`src/rtl/lif_timestep_scheduler.sv`:
```
// Time-multiplexed leaky-integrate-and-fire update: one shared datapath sweeps all
// neurons in index order per accepted tick, emitting spikes as valid/ready events.
module lif_timestep_scheduler #(
  parameter int N_NEURONS  = 4,
  parameter int W          = 8,
  parameter int LEAK_SHIFT = 1,
  parameter int THRESHOLD  = 200,
  parameter int REFRACT    = 2
) (
  input  logic                         clk,
  input  logic                         rst,
  input  logic                         tick,
  input  logic [N_NEURONS*W-1:0]       isyn,
  output logic                         busy,
  output logic                         done,
  output logic                         spike_valid,
  output logic [$clog2(N_NEURONS)-1:0] spike_id,
  input  logic                         spike_ready,
  output logic [N_NEURONS-1:0]         spike_vec
);

  localparam int IW = $clog2(N_NEURONS);
  localparam int RW = $clog2(REFRACT + 1);
  localparam logic [IW-1:0] LAST = IW'(N_NEURONS - 1);
  localparam logic [RW-1:0] REFR = RW'(REFRACT);
  localparam logic [W:0]    THR  = (W + 1)'(THRESHOLD);

  typedef enum logic [1:0] {IDLE, UPDATE, EMIT, DONE} state_t;

  state_t               state;
  logic [IW-1:0]        idx;
  logic [W-1:0]         v_mem [N_NEURONS];
  logic [RW-1:0]        r_mem [N_NEURONS];
  logic [N_NEURONS*W-1:0] snap;

  logic [W-1:0]  cur_v;
  logic [W-1:0]  cur_i;
  logic [W-1:0]  leak;
  logic [W-1:0]  vn;
  logic [W:0]    vn_wide;
  logic [RW-1:0] cur_r;
  logic          fire;
  logic          last;

  // V - leak + I cannot exceed 2^(W+1)-1, so one extra bit is enough to detect overflow.
  always_comb begin
    cur_v   = v_mem[idx];
    cur_r   = r_mem[idx];
    cur_i   = snap[int'(idx)*W +: W];
    leak    = cur_v >> LEAK_SHIFT;
    vn_wide = {1'b0, cur_v} - {1'b0, leak} + {1'b0, cur_i};
    vn      = vn_wide[W] ? '1 : vn_wide[W-1:0];
    fire    = (cur_r == '0) && ({1'b0, vn} >= THR);
    last    = (idx == LAST);
  end

  always_ff @(posedge clk or posedge rst) begin
    if (rst) begin
      state       <= IDLE;
      idx         <= '0;
      busy        <= 1'b0;
      done        <= 1'b0;
      spike_valid <= 1'b0;
      spike_id    <= '0;
      spike_vec   <= '0;
      snap        <= '0;
      for (int i = 0; i < N_NEURONS; i++) begin
        v_mem[i] <= '0;
        r_mem[i] <= '0;
      end
    end else begin
      case (state)
        IDLE: begin
          if (tick) begin
            snap      <= isyn;
            spike_vec <= '0;
            idx       <= '0;
            busy      <= 1'b1;
            state     <= UPDATE;
          end
        end
        UPDATE: begin
          if (cur_r != '0) begin
            v_mem[idx] <= '0;
            r_mem[idx] <= cur_r - RW'(1);
          end else if (fire) begin
            v_mem[idx]     <= '0;
            r_mem[idx]     <= REFR;
            spike_vec[idx] <= 1'b1;
            spike_valid    <= 1'b1;
            spike_id       <= idx;
          end else begin
            v_mem[idx] <= vn;
          end
          // A spiking neuron parks the sweep in EMIT; otherwise move on immediately.
          if (cur_r == '0 && fire) begin
            state <= EMIT;
          end else if (last) begin
            state <= DONE;
            done  <= 1'b1;
          end else begin
            idx <= idx + IW'(1);
          end
        end
        EMIT: begin
          if (spike_ready) begin
            spike_valid <= 1'b0;
            if (last) begin
              state <= DONE;
              done  <= 1'b1;
            end else begin
              idx   <= idx + IW'(1);
              state <= UPDATE;
            end
          end
        end
        DONE: begin
          done  <= 1'b0;
          busy  <= 1'b0;
          state <= IDLE;
        end
        default: state <= IDLE;
      endcase
    end
  end

endmodule
```
`config.mk`:
```
export PLATFORM = sky130hd
export DESIGN_NAME = lif_timestep_scheduler
export DESIGN_NICKNAME = d
export VERILOG_FILES = /design/src/rtl/lif_timestep_scheduler.sv
export SDC_FILE = /design/constraint.sdc
export NUM_CORES = 1
export LEC_CHECK = 0
export CAP_MARGIN = 5
export CORE_MARGIN = 1
export CORE_UTILIZATION = 55
export CTS_BUF_LIST = sky130_fd_sc_hd__clkbuf_4
export DETAILED_ROUTE_END_ITERATION = 16
export GPL_TIMING_DRIVEN = 0
export PLACE_DENSITY = 0.74
export SETUP_SLACK_MARGIN = 0.15
export SLEW_MARGIN = 20
export SYNTH_ARGS = -nofsm -noshare
export SYNTH_HDL_FRONTEND = slang
export SYNTH_SLANG_ARGS = --single-unit
export TNS_END_PERCENT = 10
```
`constraint.sdc`:
```
create_clock -name clk -period 7 [get_ports clk]
set_input_delay 1.4 -clock clk [delete_from_list [all_inputs] [get_ports clk]]
set_output_delay 1.4 -clock clk [all_outputs]
set_load 0.01 [all_outputs]
```
==> metrics.md, run 1 <==
| Metric | Value |
|---|---|
| Status | completed |
| End of the worst hold path | v_mem[9]$_DFFE_PP0P_ |
| Area growth from synthesis to layout | 16.4% |
| Syn nets | 479 |
| Synth top area cells | dfrtp_1, mux4_2, mux2_1 |
| Reg2Reg Depth | 15 |
| Final Setup Violations | 0 |
| Global route hottest layer | met2 |
| Synth area leader | dfrtp_1 |
| Crit path arrival time | 5.35 ns |
| Reg area | 0.00213 sq mm |
| Ys Warns | 0 |
| CTS tree | built |
| Top cell type's share of synthesized area | 45.7% |
| Setup TNS | 0 ns |
| Initial core utilization | 56.6% |
| Worst reg2reg endpoint | state[0]$_DFFE_PP0P_ |
| Async SR Flop Fraction | 100% |
| Routed WL per cell | 17.3 um |
| RSZ-0062 raised after global routing | no |
| Core Region | 0.00822 sq mm |
| Setup Buffers After CTS | 0 |
| CP Max Fanout | 10 |
| Die span in x | 94.0 um |
| Share of cells above drive strength 1 | 12.8% |
| Overflow after GRT | 0 |
| Register area share after synthesis | 45.7% |
| Number of global-route vias before repair | 3583 |
| DRC Markers | 0 |
| Largest net degree at the start of global routing | 56 |
| Worst EP required | 7.34 ns |
| Area occupied by multi-input gates | 0.00228 sq mm |
| Global-route wire length before repair | 17300 um |
| Commonest non-fill, non-tap cell in the layout | dfrtp_1 |
| Mapped Area | 0.00465 sq mm |
| M3 GR Usage | 5.34% |
| Post-Synthesis Cells | 416 |
| Setup Skew | 0.0181 ns |
| R2R Setup Slk | 1.99 ns |
| Core Util, Final | 65.9% |
| Initial DRC count | 133 |
| CTS H-tree depth | 3 |
| DRT antenna net count | 0 |
| Tmin final | 5.01 ns |
| Die area | 0.00883 sq mm |
| Syn avg cell area | 11.2 sq um |
| GR Util All Layers | 26.2% |
| Hold Path Origin | v_mem[9]$_DFFE_PP0P_ |
| Period utilization | 71.6% |
| Clk sink count | 85 |
| Nets | 535 |
| Crit. End Element | flip-flop |
| CTS Hold Bufs | 0 |
| GR Layer Usage met2 | 43.6% |
| Min-delay worst type | reg2reg |
| Pin slew with the least headroom to its limit | 0.870 ns |
| Max Slew Vio Count | 0 |
| # fillers | 636 |
| Clock transition at path regs | 0.14 ns |
| Max-slew headroom | 42.0% |
| Max Clk Rate | 199 MHz |
| Drt pass-1 iters | 4 |
| FF-to-FF Start | idx[0]$_DFFE_PP0P_ |
| Placer congestion estimate | 0.850 |
| Skew-Pair Late Insertion Delay | 0.44 ns |
| Setup CP Type | reg2reg |
| Ys flop type | dfrtp_1 |
| Row count | 33 |
| ANT cells | 0 |
| Clk Tree Root Cell | clkbuf_4 |
| Initial antenna violation count | 0 |
| Library cells used by synthesis | 49 |
| Maxcap violations | 0 |
| CTS buffer count | 9 |
| Via count | 3350 |
| Clk buf depth | 2 |
| Worst Setup Start Kind | flip-flop |
| Io pins | 45 |
| # resized after CTS | 0 |
| Hpwl dp | 7460 um |
| Met1 Use GR | 34.7% |
| Final Hold Violating Endpoints | 0 |
| Chip height | 94.0 um |
| Routed wire length | 10100 um |
| Flops & latches, synth | 85 |
| Routed vias/inst | 5.77 |
| Cell depth of the worst hold path | 2 |
| Commonest cells after routing, fill and taps aside | dfrtp_1, nand2_1, inv_1 |
| Post-synth EDFFs | 0 |
| Port bufs | 44 |
cell families (layout without fill, tap and decap cells):
| kind of cell | Yosys count | after routing | share of synthesized area [%] |
|---|---|---|---|
| simple gates | 91 | 91 | 8.42 |
| flops | 85 | 85 | 45.7 |
| compound gates | 84 | 84 | 12.4 |
| buf+inv | 64 | 124 | 5.30 |
| mux | 61 | 61 | 19.0 |
| fa+ha+maj | 27 | 27 | 8.39 |
| xor+xnor | 4 | 4 | 0.753 |
Yosys cell counts (all sizes together), types with 7 or more instances:
cell type	n
nor2	17
fa	7
clkbuf	11
ha	20
nand3	9
dfrtp	85
inv	48
mux2	38
mux4	18
nand2	49
a21oi	15
o21ai	31
o31ai	12
per-layer routing:
layer / part of all wire [%] / wire length [um]
met3: 3.8 / 385
met2: 50 / 5050
met5: 0 / 0
met1: 45 / 4510
met4: 1.3 / 132
layout make-up:
class	instances	share of cell area (%)
Multi-Input combinational cell	267	42.1
Sequential cell	85	39.3
Timing Repair Buffer	45	8.64
Inverter	48	3.37
Tap cell	105	2.43
Clock inverter	5	1.57
Clock buffer	10	1.39
Buffer	16	1.22
worst max-delay path by stage:
stage	from	endpoint	slack (ns)
2_1_floorplan	idx[0]$_DFFE_PP0P_	spike_valid$_DFFE_PP0P_	2.72
3_3_place_gp	idx[0]$_DFFE_PP0P_	r_mem[6]$_DFFE_PP0P_	2.00
3_5_place_dp	idx[0]$_DFFE_PP0P_	spike_valid$_DFFE_PP0P_	1.97
4_1_cts	idx[0]$_DFFE_PP0P_	state[0]$_DFFE_PP0P_	1.91
5_1_grt	idx[0]$_DFFE_PP0P_	r_mem[4]$_DFFE_PP0P_	1.60
6_report	idx[0]$_DFFE_PP0P_	state[0]$_DFFE_PP0P_	1.99
per-stage QoR:
step	hold slack [ns]	cells	worst slack, ns	area, sq um
2_1_floorplan	0.443	416	2.72	4650
3_3_place_gp	0.457	565	2.00	5220
3_5_place_dp	0.462	566	1.97	5250
4_1_cts	0.490	581	1.91	5410
5_1_grt	0.520	581	1.60	5410
6_report	0.491	581	1.99	5410
sequential cells by signal, summed over array words and instances, names as in the netlist:
signal	cells
spike_vec	4
done	1
idx	2
state	2
snap	32
r_mem	8
spike_id	2
v_mem	32
busy	1
spike_valid	1
critical path: stages, from the launching register on:
cell and delay (ns):
dfrtp_1 0.45, buf_1 0.68, buf_2 0.46, mux4_2 0.57, inv_1 0.10, fa_1 0.41
inv_1 0.06, ha_1 0.28, a211o_1 0.37, a2111o_1 0.45, o311ai_2 0.15, nand2_2 0.09
o22ai_2 0.27, buf_4 0.24, nor3_1 0.06, a311oi_1 0.25
Power of run 1 is not shown: default switching activity piles up to over one toggle a cycle in this logic, so the estimate is an artifact.
==> run 2: changes to the inputs <==
- clock period: 7 -> 5.2 ns (I/O delays scaled with it)
==> run 2 against run 1 <==
Core utilization up 0.12 points. Non-clock buffer count unchanged. Largest cell class unchanged. Critical path depth unchanged. Final cell count unchanged. Hold slack about the same. Routed wire length up 0.53%.
==> metrics.md, run 2 (same netlist as run 1, synthesis figures left out) <==
| Metric | Value |
|---|---|
| Worst Setup SP | idx[0]$_DFFE_PP0P_ |
| Worst Setup Start Kind | flip-flop |
| Setup Skew | 0.0219 ns (+0.00384 ns) |
| Crit-path slowest cell | mux4_2 |
| Initial DRC count | 130 (-2.3%) |
| Commonest non-fill, non-tap cell in the layout | dfrtp_1 |
| Final Hold Violating Endpoints | 0 (unchanged) |
| Via count | 3369 (+0.57%) |
| Worst slack, placed | 0.173 ns (-1.80 ns) |
| Commonest cells after routing, fill and taps aside | dfrtp_1, nand2_1, inv_1 |
| Min-delay worst type | reg2reg |
| Max-slew headroom | 56.6% (+15 points) |
| Cell depth of the worst hold path | 2 (unchanged) |
| Most frequent cell on the critical path | inv_1 |
| DRT antenna net count | 0 (unchanged) |
| Min Hold Slack | 0.491 ns (-0.0000160 ns) |
| RSZ-0062 raised after global routing | no |
| Nets | 535 (unchanged) |
| DRC Markers | 0 (unchanged) |
| Setup CP Type | reg2reg |
| Reg2Reg Depth | 15 (unchanged) |
| Die span in x | 94.0 um (unchanged) |
| Core Region | 0.00822 sq mm (unchanged) |
| Pin slew with the least headroom to its limit | 0.652 ns (-0.219 ns) |
| Max Slew Vio Count | 0 (unchanged) |
| Worst EP required | 5.55 ns (-1.79 ns) |
| Io pins | 45 (unchanged) |
| Clk sink count | 85 (unchanged) |
| Crit. End Element | flip-flop |
| Initial antenna violation count | 0 (unchanged) |
| Drt pass-1 iters | 4 (unchanged) |
| # fillers | 632 (-0.63%) |
| Clock transition at path regs | 0.14 ns (about the same) |
| Setup TNS | 0 ns (unchanged) |
| FF-to-FF Start | idx[0]$_DFFE_PP0P_ |
| Buffers & Inverters on Critical Path | 5 (unchanged) |
| Crit path arrival time | 5.04 ns (-0.31 ns) |
| GR Util All Layers | 26.3% (+0.071 points) |
| Share of cells above drive strength 1 | 13.2% (+0.42 points) |
| Global-route wire length before repair | 17400 um (+0.32%) |
| CTS tree | built |
| Overflow after GRT | 0 (unchanged) |
| Port bufs | 44 (unchanged) |
| Routed wire length | 10100 um (+0.53%) |
| Worst reg2reg endpoint | state[0]$_DFFE_PP0P_ |
| Routed WL per cell | 17.4 um (+0.53%) |
| Max Clk Rate | 213 MHz (+6.8%) |
| Setup Buffers After CTS | 0 (unchanged) |
| Number of global-route vias before repair | 3579 (-0.11%) |
| Clk Tree Root Cell | clkbuf_4 |
| R2R Setup Slk | 0.51 ns (-1.48 ns) |
| Die area | 0.00883 sq mm (unchanged) |
| Row count | 33 (unchanged) |
| Final Setup Violations | 0 (unchanged) |
| Largest net degree at the start of global routing | 56 (unchanged) |
| CP top delay family | compound AO/OA/AOI/OAI gates |
| Status | completed |
| Worst path cell trace | clkdlybuf4s18_2 -> clkbuf_4 -> mux4_2 -> inv_1 -> fa_1 -> inv_1 -> ha_1 -> a211o_1 -> a2111o_1 -> o311ai_2 -> nand2_2 -> o22ai_2 -> buf_4 -> nor3_1 -> a311oi_1 |
| Area growth from synthesis to layout | 16.6% |
| Routed vias/inst | 5.80 (+0.57%) |
| CTS Hold Bufs | 0 (unchanged) |
| CTS buffer count | 9 (unchanged) |
| CP Max Fanout | 10 (unchanged) |
| CTS H-tree depth | 3 (unchanged) |
| Period utilization | 90.3% (+19 points) |
| Chip height | 94.0 um (unchanged) |
| Clk buf depth | 2 (unchanged) |
| CP endpoint | state[0]$_DFFE_PP0P_ |
| Tmin final | 4.69 ns (-0.319 ns) |
| Hpwl dp | 7460 um (unchanged) |
| Skew-Pair Late Insertion Delay | 0.45 ns (about the same) |
| Maxcap violations | 0 (unchanged) |
| Delay of the slowest critical-path stage | 0.54 ns (-0.14 ns) |
| Core Util, Final | 66.0% (+0.12 points) |
| ANT cells | 0 (unchanged) |
| Hold Path Origin | v_mem[10]$_DFFE_PP0P_ |
| Top Registers | snap (32), v_mem (32), r_mem (8) |
| Initial core utilization | 56.6% (unchanged) |
| Post-route setup slack | 0.505 ns (-1.48 ns) |
| Critical Path Stages | 15 (unchanged) |
| Placer congestion estimate | 0.850 (unchanged) |
[run 2: worst register-to-register path, stage by stage, from the launching register on]
cell and delay (ns):
dfrtp_1 0.45, clkdlybuf4s18_2 0.48, clkbuf_4 0.37, mux4_2 0.55, inv_1 0.10, fa_1 0.41
inv_1 0.06, ha_1 0.28, a211o_1 0.37, a2111o_1 0.45, o311ai_2 0.15, nand2_2 0.10
o22ai_2 0.26, buf_4 0.24, nor3_1 0.07, a311oi_1 0.26
[run 2: what timing repair did]
item | 4_1_cts | 5_1_grt
gates resized for setup | 2 | 3
setup endpoints to repair | 6 | 14
endpoints found under the hold margin | 0 | 0
[run 2: worst min-delay path by stage]
| stage | to | slack, ns |
|---|---|---|
| finish | v_mem[10]$_DFFE_PP0P_ | 0.49 |
| global route | snap[29]$_DFFE_PP0P_ | 0.52 |
| CTS | v_mem[9]$_DFFE_PP0P_ | 0.49 |
| detailed placement | v_mem[10]$_DFFE_PP0P_ | 0.46 |
| global placement | v_mem[8]$_DFFE_PP0P_ | 0.46 |
| floorplan | v_mem[10]$_DFFE_PP0P_ | 0.44 |
[run 2: routing by layer]
layer	track usage [%]	vias up	share of wire [%]
met5	0	-	0
met4	7.95	0	1.5
met3	5.34	17	3.9
met2	43.6	83	50
met1	34.9	1689	45
li1	-	1580	-
[run 2: cell type report]
type / count / area [sq um] / share of cell area [%]
buffer: 16 / 76.3 / 1.41
clock buffer: 10 / 75.1 / 1.38
clock inverter: 5 / 85.1 / 1.57
sequential: 85 / 2130 / 39.2
tap: 105 / 131 / 2.42
multi-input combinational: 267 / 2280 / 42.0
timing repair buffer: 45 / 468 / 8.63
inverter: 48 / 183 / 3.37
[run 2: through the flow]
stage,instance area [sq um],std cells
after global placement,5220,565
after detailed placement,5250,566
after floorplan,4650,416
after CTS,5420,581
final,5420,581
after global routing,5420,581
Power of run 2 is left out for the same reason.
==> run 3: changes to the inputs <==
- CORE_MARGIN: 1 -> 1.5
==> run 3 against run 2 <==
Critical endpoint is now r_mem[2]$_DFFE_PP0P_. Die area grew 2.1%. Core utilization shrank 0.41 points. Highest routed layer unchanged. Cell area shrank 0.62%.
==> metrics.md, run 3 (same netlist as run 1, synthesis figures left out) <==
| Metric | Value |
|---|---|
| Worst Setup SP | idx[0]$_DFFE_PP0P_ |
| Chip height | 95.0 um (+1.1%) |
| Area growth from synthesis to layout | 15.9% |
| CP endpoint | r_mem[2]$_DFFE_PP0P_ |
| Crit path arrival time | 5.00 ns (-0.04 ns) |
| Pin slew with the least headroom to its limit | 0.662 ns (+0.0107 ns) |
| Placer congestion estimate | 0.831 (-2.2%) |
| GR Layer Usage met2 | 41.2% (-2.4 points) |
| Skew-Pair Late Insertion Delay | 0.44 ns (about the same) |
| Crit. End Element | flip-flop |
| Die span in x | 95.0 um (+1.1%) |
| Clk buf depth | 2 (unchanged) |
| Met1 Use GR | 33.2% (-1.7 points) |
| Nets | 535 (unchanged) |
| CP Max Fanout | 10 (unchanged) |
| Max-slew headroom | 55.8% (-0.71 points) |
| Row count | 33 (unchanged) |
| DRC Markers | 0 (unchanged) |
| Clk sink count | 85 (unchanged) |
| Initial core utilization | 56.6% (unchanged) |
| Largest net degree at the start of global routing | 55 (-1.8%) |
| Crit-path slowest cell | mux4_2 |
| Global route hottest layer | met2 |
| CP top delay family | multiplexers |
| # fillers | 619 (-2.1%) |
| Maxcap violations | 0 (unchanged) |
| Period utilization | 89.6% (-0.67 points) |
| Hpwl dp | 7130 um (-4.5%) |
| Global-route wire length before repair | 16800 um (-3.4%) |
| Core Region | 0.00822 sq mm (unchanged) |
| ANT cells | 0 (unchanged) |
| Setup TNS | 0 ns (unchanged) |
| Clk Tree Root Cell | clkbuf_4 |
| Port bufs | 44 (unchanged) |
| Initial antenna violation count | 0 (unchanged) |
| DRT antenna net count | 0 (unchanged) |
| Top Registers | snap (32), v_mem (32), r_mem (8) |
| Tmin final | 4.66 ns (-0.0347 ns) |
| Setup CP Type | reg2reg |
| RSZ-0062 raised after global routing | no |
| Drt pass-1 iters | 4 (unchanged) |
| Share of cells above drive strength 1 | 13.0% (-0.24 points) |
| Worst Setup Start Kind | flip-flop |
| Via count | 3301 (-2.0%) |
| GR Util All Layers | 24.7% (-1.6 points) |
| Commonest non-fill, non-tap cell in the layout | dfrtp_1 |
| Min-delay worst type | reg2reg |
| R2R Setup Slk | 0.54 ns (+0.03 ns) |
| Routed WL per cell | 16.5 um (-5.3%) |
| Status | completed |
| Setup Skew | 0.0254 ns (+0.00346 ns) |
| Worst EP required | 5.54 ns (about the same) |
| Number of global-route vias before repair | 3547 (-0.89%) |
| Clock transition at path regs | 0.15 ns (about the same) |
| Max Clk Rate | 215 MHz (+0.74%) |
| Overflow after GRT | 0 (unchanged) |
| Die area | 0.00902 sq mm (+2.1%) |
| CTS buffer count | 9 (unchanged) |
| Max Slew Vio Count | 0 (unchanged) |
| FF-to-FF Start | idx[0]$_DFFE_PP0P_ |
| Final Hold Violating Endpoints | 0 (unchanged) |
| Delay of the slowest critical-path stage | 0.55 ns (about the same) |
| CTS H-tree depth | 3 (unchanged) |
| Setup Buffers After CTS | 0 (unchanged) |
| Initial DRC count | 184 (+42%) |
| Final Setup Violations | 0 (unchanged) |
| Critical Path Stages | 14 (-1) |
| Worst reg2reg endpoint | r_mem[2]$_DFFE_PP0P_ |
| M3 GR Usage | 3.30% (-2.0 points) |
| Buffers & Inverters on Critical Path | 4 (-1) |
| Routed vias/inst | 5.67 (-2.2%) |
| Most frequent cell on the critical path | inv_1 |
| Reg2Reg Depth | 14 (-1) |
| Commonest cells after routing, fill and taps aside | dfrtp_1, nand2_1, inv_1 |
| Routed wire length | 9620 um (-5.1%) |
| Io pins | 45 (unchanged) |
| CTS tree | built |
| Worst path cell trace | clkbuf_2 -> buf_2 -> mux4_2 -> inv_1 -> fa_1 -> inv_1 -> ha_1 -> a21oi_1 -> o211ai_1 -> mux2i_1 -> o32ai_2 -> o211ai_2 -> nand3_1 -> mux2_1 |
## run 3: cell count changes in the layout (fill, tap and decap cells not counted)
cell / delta
buf_16: -1
clkbuf_2: +1
inv_8: +1
bufinv_16: -1
clkdlybuf4s18_2: -1
clkbuf_4: -2
buf_2: +1
buf_12: +1
clkinv_1: +2
## run 3: worst min-delay path by stage
stage | slack (ns) | to | cells past startpoint | start
after CTS | 0.49 | v_mem[10]$_DFFE_PP0P_ | 2 | v_mem[10]$_DFFE_PP0P_
after detailed placement | 0.46 | v_mem[10]$_DFFE_PP0P_ | 2 | v_mem[10]$_DFFE_PP0P_
after global routing | 0.52 | v_mem[9]$_DFFE_PP0P_ | 2 | v_mem[9]$_DFFE_PP0P_
after global placement | 0.46 | v_mem[8]$_DFFE_PP0P_ | 2 | v_mem[8]$_DFFE_PP0P_
after floorplan | 0.44 | v_mem[10]$_DFFE_PP0P_ | 2 | v_mem[10]$_DFFE_PP0P_
final | 0.49 | v_mem[26]$_DFFE_PP0P_ | 2 | v_mem[26]$_DFFE_PP0P_
## run 3: area by class of cell
cell class	count	area [sq um]	share of cell area [%]
tap	105	131	2.44
timing repair buffer	45	460	8.54
buffer	16	68.8	1.28
inverter	48	183	3.39
sequential	85	2130	39.5
multi-input combinational	267	2280	42.3
clock buffer	9	67.6	1.25
clock inverter	7	73.8	1.37
## run 3: timing repair
action,CTS,global route
gates resized for setup,1,2
setup endpoints to repair,3,38
pin swaps,0,0
hold buffers,0,0
## run 3: worst reg2reg max path, cell delays in order (launching register included)
cell and delay (ns):
dfrtp_1 0.48, clkbuf_2 0.39, buf_2 0.39, mux4_2 0.56, inv_1 0.14, fa_1 0.43
inv_1 0.09, ha_1 0.29, a21oi_1 0.21, o211ai_1 0.18, mux2i_1 0.27, o32ai_2 0.17
o211ai_2 0.42, nand3_1 0.19, mux2_1 0.35
## run 3: per-layer routing
metal / routed length [um] / share of wire [%]
met1: 4340 / 45
met4: 126 / 1.3
met3: 460 / 4.8
met2: 4690 / 49
met5: 0 / 0
## run 3: stage by stage
| step | util (%) | cells | cell area, sq um | hold slack [ns] | setup slack [ns] |
|---|---|---|---|---|---|
| floorplan | - | 416 | 4650 | 0.443 | 0.917 |
| global route | 65.6 | 582 | 5390 | 0.522 | 0.180 |
| global placement | 63.6 | 565 | 5220 | 0.457 | 0.215 |
| finish | 65.6 | 582 | 5390 | 0.493 | 0.540 |
| CTS | 65.6 | 582 | 5390 | 0.493 | 0.152 |
| detailed placement | 63.8 | 566 | 5250 | 0.462 | 0.211 |
Power of run 3 is left out for the same reason.
